==> src/rtl/i2s_tx_if.sv <==
`default_nettype none
// ============================================================================
// Module   : i2s_tx_if
// Purpose  : Sample request/response handshake between a sample producer and
//            the I2S transmitter.
// Revision : 1.0
// ============================================================================
interface i2s_tx_if #(
  parameter int WIDTH = 16
) ();

  logic [WIDTH-1:0] sample_in;
  logic             sample_valid;
  logic             sample_req;

  // master = sample producer, slave = transmitter
  modport master (output sample_in, output sample_valid, input sample_req);
  modport slave  (input sample_in, input sample_valid, output sample_req);

endinterface
`default_nettype wire

==> src/rtl/i2s_tx.sv <==
`default_nettype none
// ============================================================================
// Module   : i2s_tx
// Purpose  : Mono-to-stereo I2S transmitter; requests one sample per frame and
//            serializes it MSB first on both channel slots.
// Revision : 1.0
// ============================================================================
module i2s_tx #(
  parameter int WIDTH     = 16,
  parameter int BCLK_HALF = 32
) (
  input  logic    clk,
  input  logic    reset_n,
  i2s_tx_if.slave smp,
  output logic    bclk,
  output logic    lrclk,
  output logic    sdata,
  output logic    underrun
);

  localparam int c_slots = 2 * WIDTH;
  localparam int c_div_w = (BCLK_HALF > 1) ? $clog2(BCLK_HALF) : 1;
  localparam int c_bit_w = $clog2(c_slots);

  localparam logic [c_div_w-1:0] c_div_last  = c_div_w'(BCLK_HALF - 1);
  localparam logic [c_bit_w-1:0] c_slot_last = c_bit_w'(c_slots - 1);
  localparam logic [c_bit_w-1:0] c_slot_load = c_bit_w'(1);
  localparam logic [c_bit_w-1:0] c_slot_half = c_bit_w'(WIDTH);

  logic [c_div_w-1:0] div_q, div_d;
  logic [c_bit_w-1:0] bit_q, bit_d;
  logic [c_slots-1:0] sh_q, sh_d;
  logic [WIDTH-1:0]   hold_q, hold_d;
  logic               fresh_q, fresh_d;
  logic               bclk_q, bclk_d;
  logic               lrclk_q, lrclk_d;
  logic               sdata_q, sdata_d;
  logic               req_q, req_d;
  logic               urun_q, urun_d;

  logic               w_tick;
  logic               w_fall;
  logic [c_bit_w-1:0] w_slot_nxt;
  logic [WIDTH-1:0]   w_sample;

  always_comb begin
    div_d      = div_q;
    bit_d      = bit_q;
    sh_d       = sh_q;
    hold_d     = hold_q;
    fresh_d    = fresh_q;
    lrclk_d    = lrclk_q;
    sdata_d    = sdata_q;
    urun_d     = urun_q;
    req_d      = 1'b0;

    w_tick     = (div_q == c_div_last);
    w_fall     = w_tick & bclk_q;
    w_slot_nxt = (bit_q == c_slot_last) ? '0 : bit_q + c_bit_w'(1);
    w_sample   = smp.sample_valid ? smp.sample_in : hold_q;

    div_d      = w_tick ? '0 : div_q + c_div_w'(1);
    bclk_d     = bclk_q ^ w_tick;

    if (smp.sample_valid) begin
      hold_d  = smp.sample_in;
      fresh_d = 1'b1;
    end

    if (w_fall) begin
      bit_d   = w_slot_nxt;
      lrclk_d = (w_slot_nxt >= c_slot_half);
      req_d   = (w_slot_nxt == '0);
      // Slot 1 carries the left MSB, one BCLK after the LRCLK edge.
      if (w_slot_nxt == c_slot_load) begin
        fresh_d = 1'b0;
        if (fresh_q || smp.sample_valid) begin
          sh_d = {w_sample, w_sample};
        end else begin
          sh_d   = '0;
          urun_d = 1'b1;
        end
      end else begin
        sh_d = {sh_q[c_slots-2:0], 1'b0};
      end
      sdata_d = sh_d[c_slots-1];
    end
  end

  always_ff @(posedge clk or negedge reset_n) begin
    if (!reset_n) begin
      div_q   <= '0;
      bit_q   <= c_slot_last;
      sh_q    <= '0;
      hold_q  <= '0;
      fresh_q <= 1'b0;
      bclk_q  <= 1'b0;
      lrclk_q <= 1'b1;
      sdata_q <= 1'b0;
      req_q   <= 1'b0;
      urun_q  <= 1'b0;
    end else begin
      div_q   <= div_d;
      bit_q   <= bit_d;
      sh_q    <= sh_d;
      hold_q  <= hold_d;
      fresh_q <= fresh_d;
      bclk_q  <= bclk_d;
      lrclk_q <= lrclk_d;
      sdata_q <= sdata_d;
      req_q   <= req_d;
      urun_q  <= urun_d;
    end
  end

  assign smp.sample_req = req_q;
  assign bclk           = bclk_q;
  assign lrclk          = lrclk_q;
  assign sdata          = sdata_q;
  assign underrun       = urun_q;

endmodule
`default_nettype wire

==> src/flat_wrapper.sv <==
// flat-port wrapper written by rule: the top's interface ports become plain ports
module i2s_tx_flat 
#(
  parameter int WIDTH     = 16,
  parameter int BCLK_HALF = 32
)
  (clk, reset_n, bclk, lrclk, sdata, underrun, smp_sample_in, smp_sample_valid, smp_sample_req);
  i2s_tx_if #(.WIDTH(WIDTH)) smp_i ();
  input  logic clk;
  input  logic reset_n;
  output logic bclk;
  output logic lrclk;
  output logic sdata;
  output logic underrun;
  input wire logic [$bits(smp_i.sample_in)-1:0] smp_sample_in;
  input wire logic [$bits(smp_i.sample_valid)-1:0] smp_sample_valid;
  output wire logic [$bits(smp_i.sample_req)-1:0] smp_sample_req;
  assign smp_i.sample_in = smp_sample_in;
  assign smp_i.sample_valid = smp_sample_valid;
  assign smp_sample_req = smp_i.sample_req;
  i2s_tx #(.WIDTH(WIDTH), .BCLK_HALF(BCLK_HALF)) u_core (.clk(clk), .reset_n(reset_n), .smp(smp_i), .bclk(bclk), .lrclk(lrclk), .sdata(sdata), .underrun(underrun));
endmodule
==> config.mk <==
export PLATFORM = sky130hd
export DESIGN_NAME = i2s_tx_flat
export DESIGN_NICKNAME = d
export VERILOG_FILES = /design/src/rtl/i2s_tx_if.sv /design/src/rtl/i2s_tx.sv /design/src/flat_wrapper.sv
export SDC_FILE = /design/constraint.sdc
export NUM_CORES = 1
export LEC_CHECK = 0
export BUFFER_PORTS_ARGS = -buffer_cell sky130_fd_sc_hd__buf_2
export CAP_MARGIN = 40
export CORE_MARGIN = 10
export CORE_UTILIZATION = 40
export CTS_CLUSTER_DIAMETER = 80
export DETAILED_ROUTE_END_ITERATION = 10
export GPL_ROUTABILITY_DRIVEN = 0
export HOLD_SLACK_MARGIN = 0.05
export PLACE_DENSITY = 0.7
export SYNTH_ARGS = -nofsm -noshare
export SYNTH_HDL_FRONTEND = slang
export SYNTH_SLANG_ARGS = --single-unit
==> constraint.sdc <==
create_clock -name clk -period 2.1 [get_ports clk]
set_input_delay 0.42 -clock clk [delete_from_list [all_inputs] [get_ports clk]]
set_output_delay 0.42 -clock clk [all_outputs]
set_load 0.1 [all_outputs]
==> summary.txt <==
Finish
  – Filler Cells Inserted: 556
  – Proportion of layout cells with a drive suffix above 1: 33.07%
  – Post-Layout Cell Count: 334
  – Final design area excluding fillers: 3291 um^2
  – Final Net Count: 279
  – Number of antenna diodes: 0
  – Fin util: 51.53%
  – Area Overhead vs Synth: 24.47%

Setup path
  – R2R depth: 7
  – Worst Path Required: 2350 ps
  – CP Capture Type: flip-flop
  – Worst Path Arrival: 2260 ps
  – Kind of critical path: flip-flop to flip-flop
  – R2r endpoint: u_core.sh_q[16]
  – FF-to-FF Start: u_core.bit_q[1]
  – Worst Path Max Fanout: 8
  – Element type at the critical path start: flip-flop
  – Reg2reg setup slack: 90 ps

CTS
  – Clock latency on the worst-skew pair: 330 ps
  – H-tree depth: 3
  – Clock slew at reported path FFs: 70 ps
  – # hold bufs at CTS: 0
  – CTS Root Cell: clkbuf_8
  – TritonCTS Sinks: 63
  – CTS tree: done
  – Clock Tree Buf Depth: 2
  – Clock buffer count from CTS: 9

STA
  – Clk_skew: 9.071 ps
  – Endpoints failing setup: 0
  – Fmax: 498.0 MHz
  – Setup_tns: 0 ps
  – Slew HR: 67.21%
  – Min cycle time layout: 2008 ps
  – Hold slack: 89.74 ps
  – Tcrit/Tclk final: 95.63%
  – Slew Limit Fails: 0
  – Least-Margin Pin Slew: 495.2 ps
  – Hold Violations, Final: 0

Global route
  – Vias in the first global route: 2,015
  – Largest net degree at the start of global routing: 64
  – Total Routing Usage GR: 12.43%
  – First-pass GRT wire length: 9.991 mm
  – Antenna violations before repair: 0
  – GRT overflow: 0

Drt
  – Vias: 1,876
  – Routed wire length: 5.825 mm
  – Total iterations of the first detailed-routing run: 5
  – Drt drc: 0
  – Routed vias/inst: 5.617
  – DR iter-0 viols: 93
  – ANT nets after route: 0
  – Per-cell routed wire length: 17.44 um

Die
  – Num ports: 24
  – Cell row count: 29
  – Die H: 101.3 um
  – Initial Utilization: 41.40%
  – Die ar.: 10,260 um^2
  – Core Region: 6386 um^2
  – Die width: 101.3 um

Power
  – Combinational share of power: 3.7%
  – Clock network power share: 47.1%
  – Worst IR Drop VDD: 618.8 uV
  – Switching Share: 19.69%
  – Lkg Pwr: 1.551 nW
  – Pwr/cell area: 772.3 nW/um^2
  – Flop pwr share: 49.2%
  – Net switching power: 0.5005 mW
  – Cell Int Power: 2.041 mW

Yosys
  – Post-Syn Area per Cell: 12.71 um^2
  – Syn nets: 234
  – Count of cell types in the netlist: 31
  – Yosys warns: 0
  – Cells after Synth: 208
  – Post-synthesis sequential area ratio: 59.91%
  – Register bit total from synthesis: 63
  – Post-synth design cell area: 2644 um^2

Outcome
  – Status: completed

Flow run
  – Max cap viols: 0

Place
  – DP Cell Count: 314
  – HPWL Detailed: 3.485 mm
  – IO buf count: 23
  – Post-place instance area: 2930 um^2

Min path
  – HP Class: primary input to asynchronous set/reset pin
-- layout make-up --
cell class	count	area [um^2]	share of cell area, %
multi-input cells	129	1055	32.05
inverters	6	22.52	0.6844
flip-flops and latches	63	1585	48.17
well taps	77	96.34	2.928
clock inverters	3	65.06	1.977
clock buffers	12	165.2	5.019
repair buffers	44	301.5	9.163
-- stage by stage --
step	power [mW]	setup slack [ps]
CTS	2.575	31.59
global route	2.640	-7.786
detailed placement	1.370	-291.1
floorplan	1.310	3.060
finish	2.541	91.81
global placement	1.367	-246.1
-- worst max path at each step --
stage,from,to,cells past startpoint
floorplan,u_core.div_q[0],u_core.sh_q[10],10
global placement,u_core.bit_q[0],u_core.sh_q[24],7
detailed placement,u_core.bit_q[0],u_core.sh_q[8],7
CTS,u_core.div_q[0],u_core.sh_q[0],8
global route,u_core.bit_q[1],u_core.sh_q[16],7
finish,u_core.bit_q[1],u_core.sh_q[16],7
-- synthesized netlist by cell type --
cell,instances,area [um^2]
dfrtp_1,57,1426
a221o_1,30,300.3
nor2_1,22,82.58
nand3_1,16,80.08
mux2_1,12,135.1
ha_1,7,87.58
o21ai_0,7,35.03
dfstp_2,6,157.7
clkbuf_1,5,18.77
inv_1,5,18.77
nand2_1,5,18.77
buf_2,4,20.02
buf_6,4,45.04
mux2_2,4,45.04
and3_1,3,18.77
nand2b_1,3,18.77
mux2i_1,2,20.02
nor3_1,2,10.01
o21ai_1,2,10.01
a21o_1,1,7.510
a21oi_1,1,5.000
a22o_1,1,8.760
a31oi_1,1,6.260
and2_1,1,6.260
inv_2,1,3.750
nor3_2,1,10.01
o21a_1,1,7.510
o21a_4,1,15.01
or4_1,1,7.510
xnor2_1,1,8.760
xor2_1,1,8.760
-- sequential cells by signal, indices dropped and copies added (netlist names) --
| register | count |
|---|---|
| u_core.sh_q | 31 |
| u_core.hold_q | 16 |
| u_core.bit_q | 5 |
| u_core.div_q | 5 |
| u_core.bclk | 1 |
| u_core.fresh_q | 1 |
| u_core.lrclk | 1 |
| u_core.sdata | 1 |
| u_core.smp.sample_req | 1 |
| u_core.underrun | 1 |
-- critical path, cell delays in order (launching register included) --
cell and delay [ps]:
dfstp_2 550, ha_4 130, buf_4 120, and2_1 130, a21oi_1 60, o21a_2 280
or4_4 550, o21ai_1 100
-- layer usage --
| layer | track usage [%] | up-vias | wire length [um] |
|---|---|---|---|
| met3 | 4.969 | 9 | 389 |
| met1 | 14.68 | 945 | 2463 |
| met5 | 0 | - | 0 |
| li1 | - | 859 | - |
| met4 | 5.145 | 0 | 95 |
| met2 | 19.73 | 63 | 2875 |
-- cell families (layout without fill, tap and decap cells) --
family,after synthesis,in the layout,synth area share [%]
adders and majority gates,7,7,3.313
DFF,63,63,59.91
muxes,18,18,7.572
AOI/OAI and AO/OA,45,48,14.96
and+or+nand+nor,54,54,9.561
buffers and inverters,19,65,4.023
xor gates and xnor gates,2,2,0.6627
-- cells in the final DEF, fill, tap and decap left out, types with 2 or more instances in the layout --
master / n
inv_1: 5
buf_2: 23
ha_4: 2
mux2_1: 12
buf_12: 2
nor2_1: 20
dfstp_2: 6
o21a_4: 4
and3_1: 2
bufinv_16: 2
o21ai_1: 2
o21ai_0: 7
nor2_2: 2
nand2b_1: 2
mux2_2: 4
mux2i_1: 2
dfrtp_1: 56
clkbuf_8: 12
a221o_1: 30
nor3_1: 2
ha_1: 4
nand2_1: 5
nand3_1: 16
buf_4: 18
-- power groups by stage --
stage | clock, mW | combinational [mW] | sequential [mW]
finish | 1.20 | 0.0937 | 1.25
global route | 1.28 | 0.105 | 1.25
CTS | 1.23 | 0.0967 | 1.25
detailed placement | 0 | 0.0960 | 1.27
global placement | 0 | 0.0953 | 1.27
floorplan | 0 | 0.0394 | 1.27
-- timing repair --
item                       in CTS  in global routing
cloned                          3                  0
setup endpoints to repair      32                 33
gates resized for setup        11                  7
pin swaps                       7                  0
setup buffers                   3                  0
No activity file was read; power rests on OpenSTA's default activity.
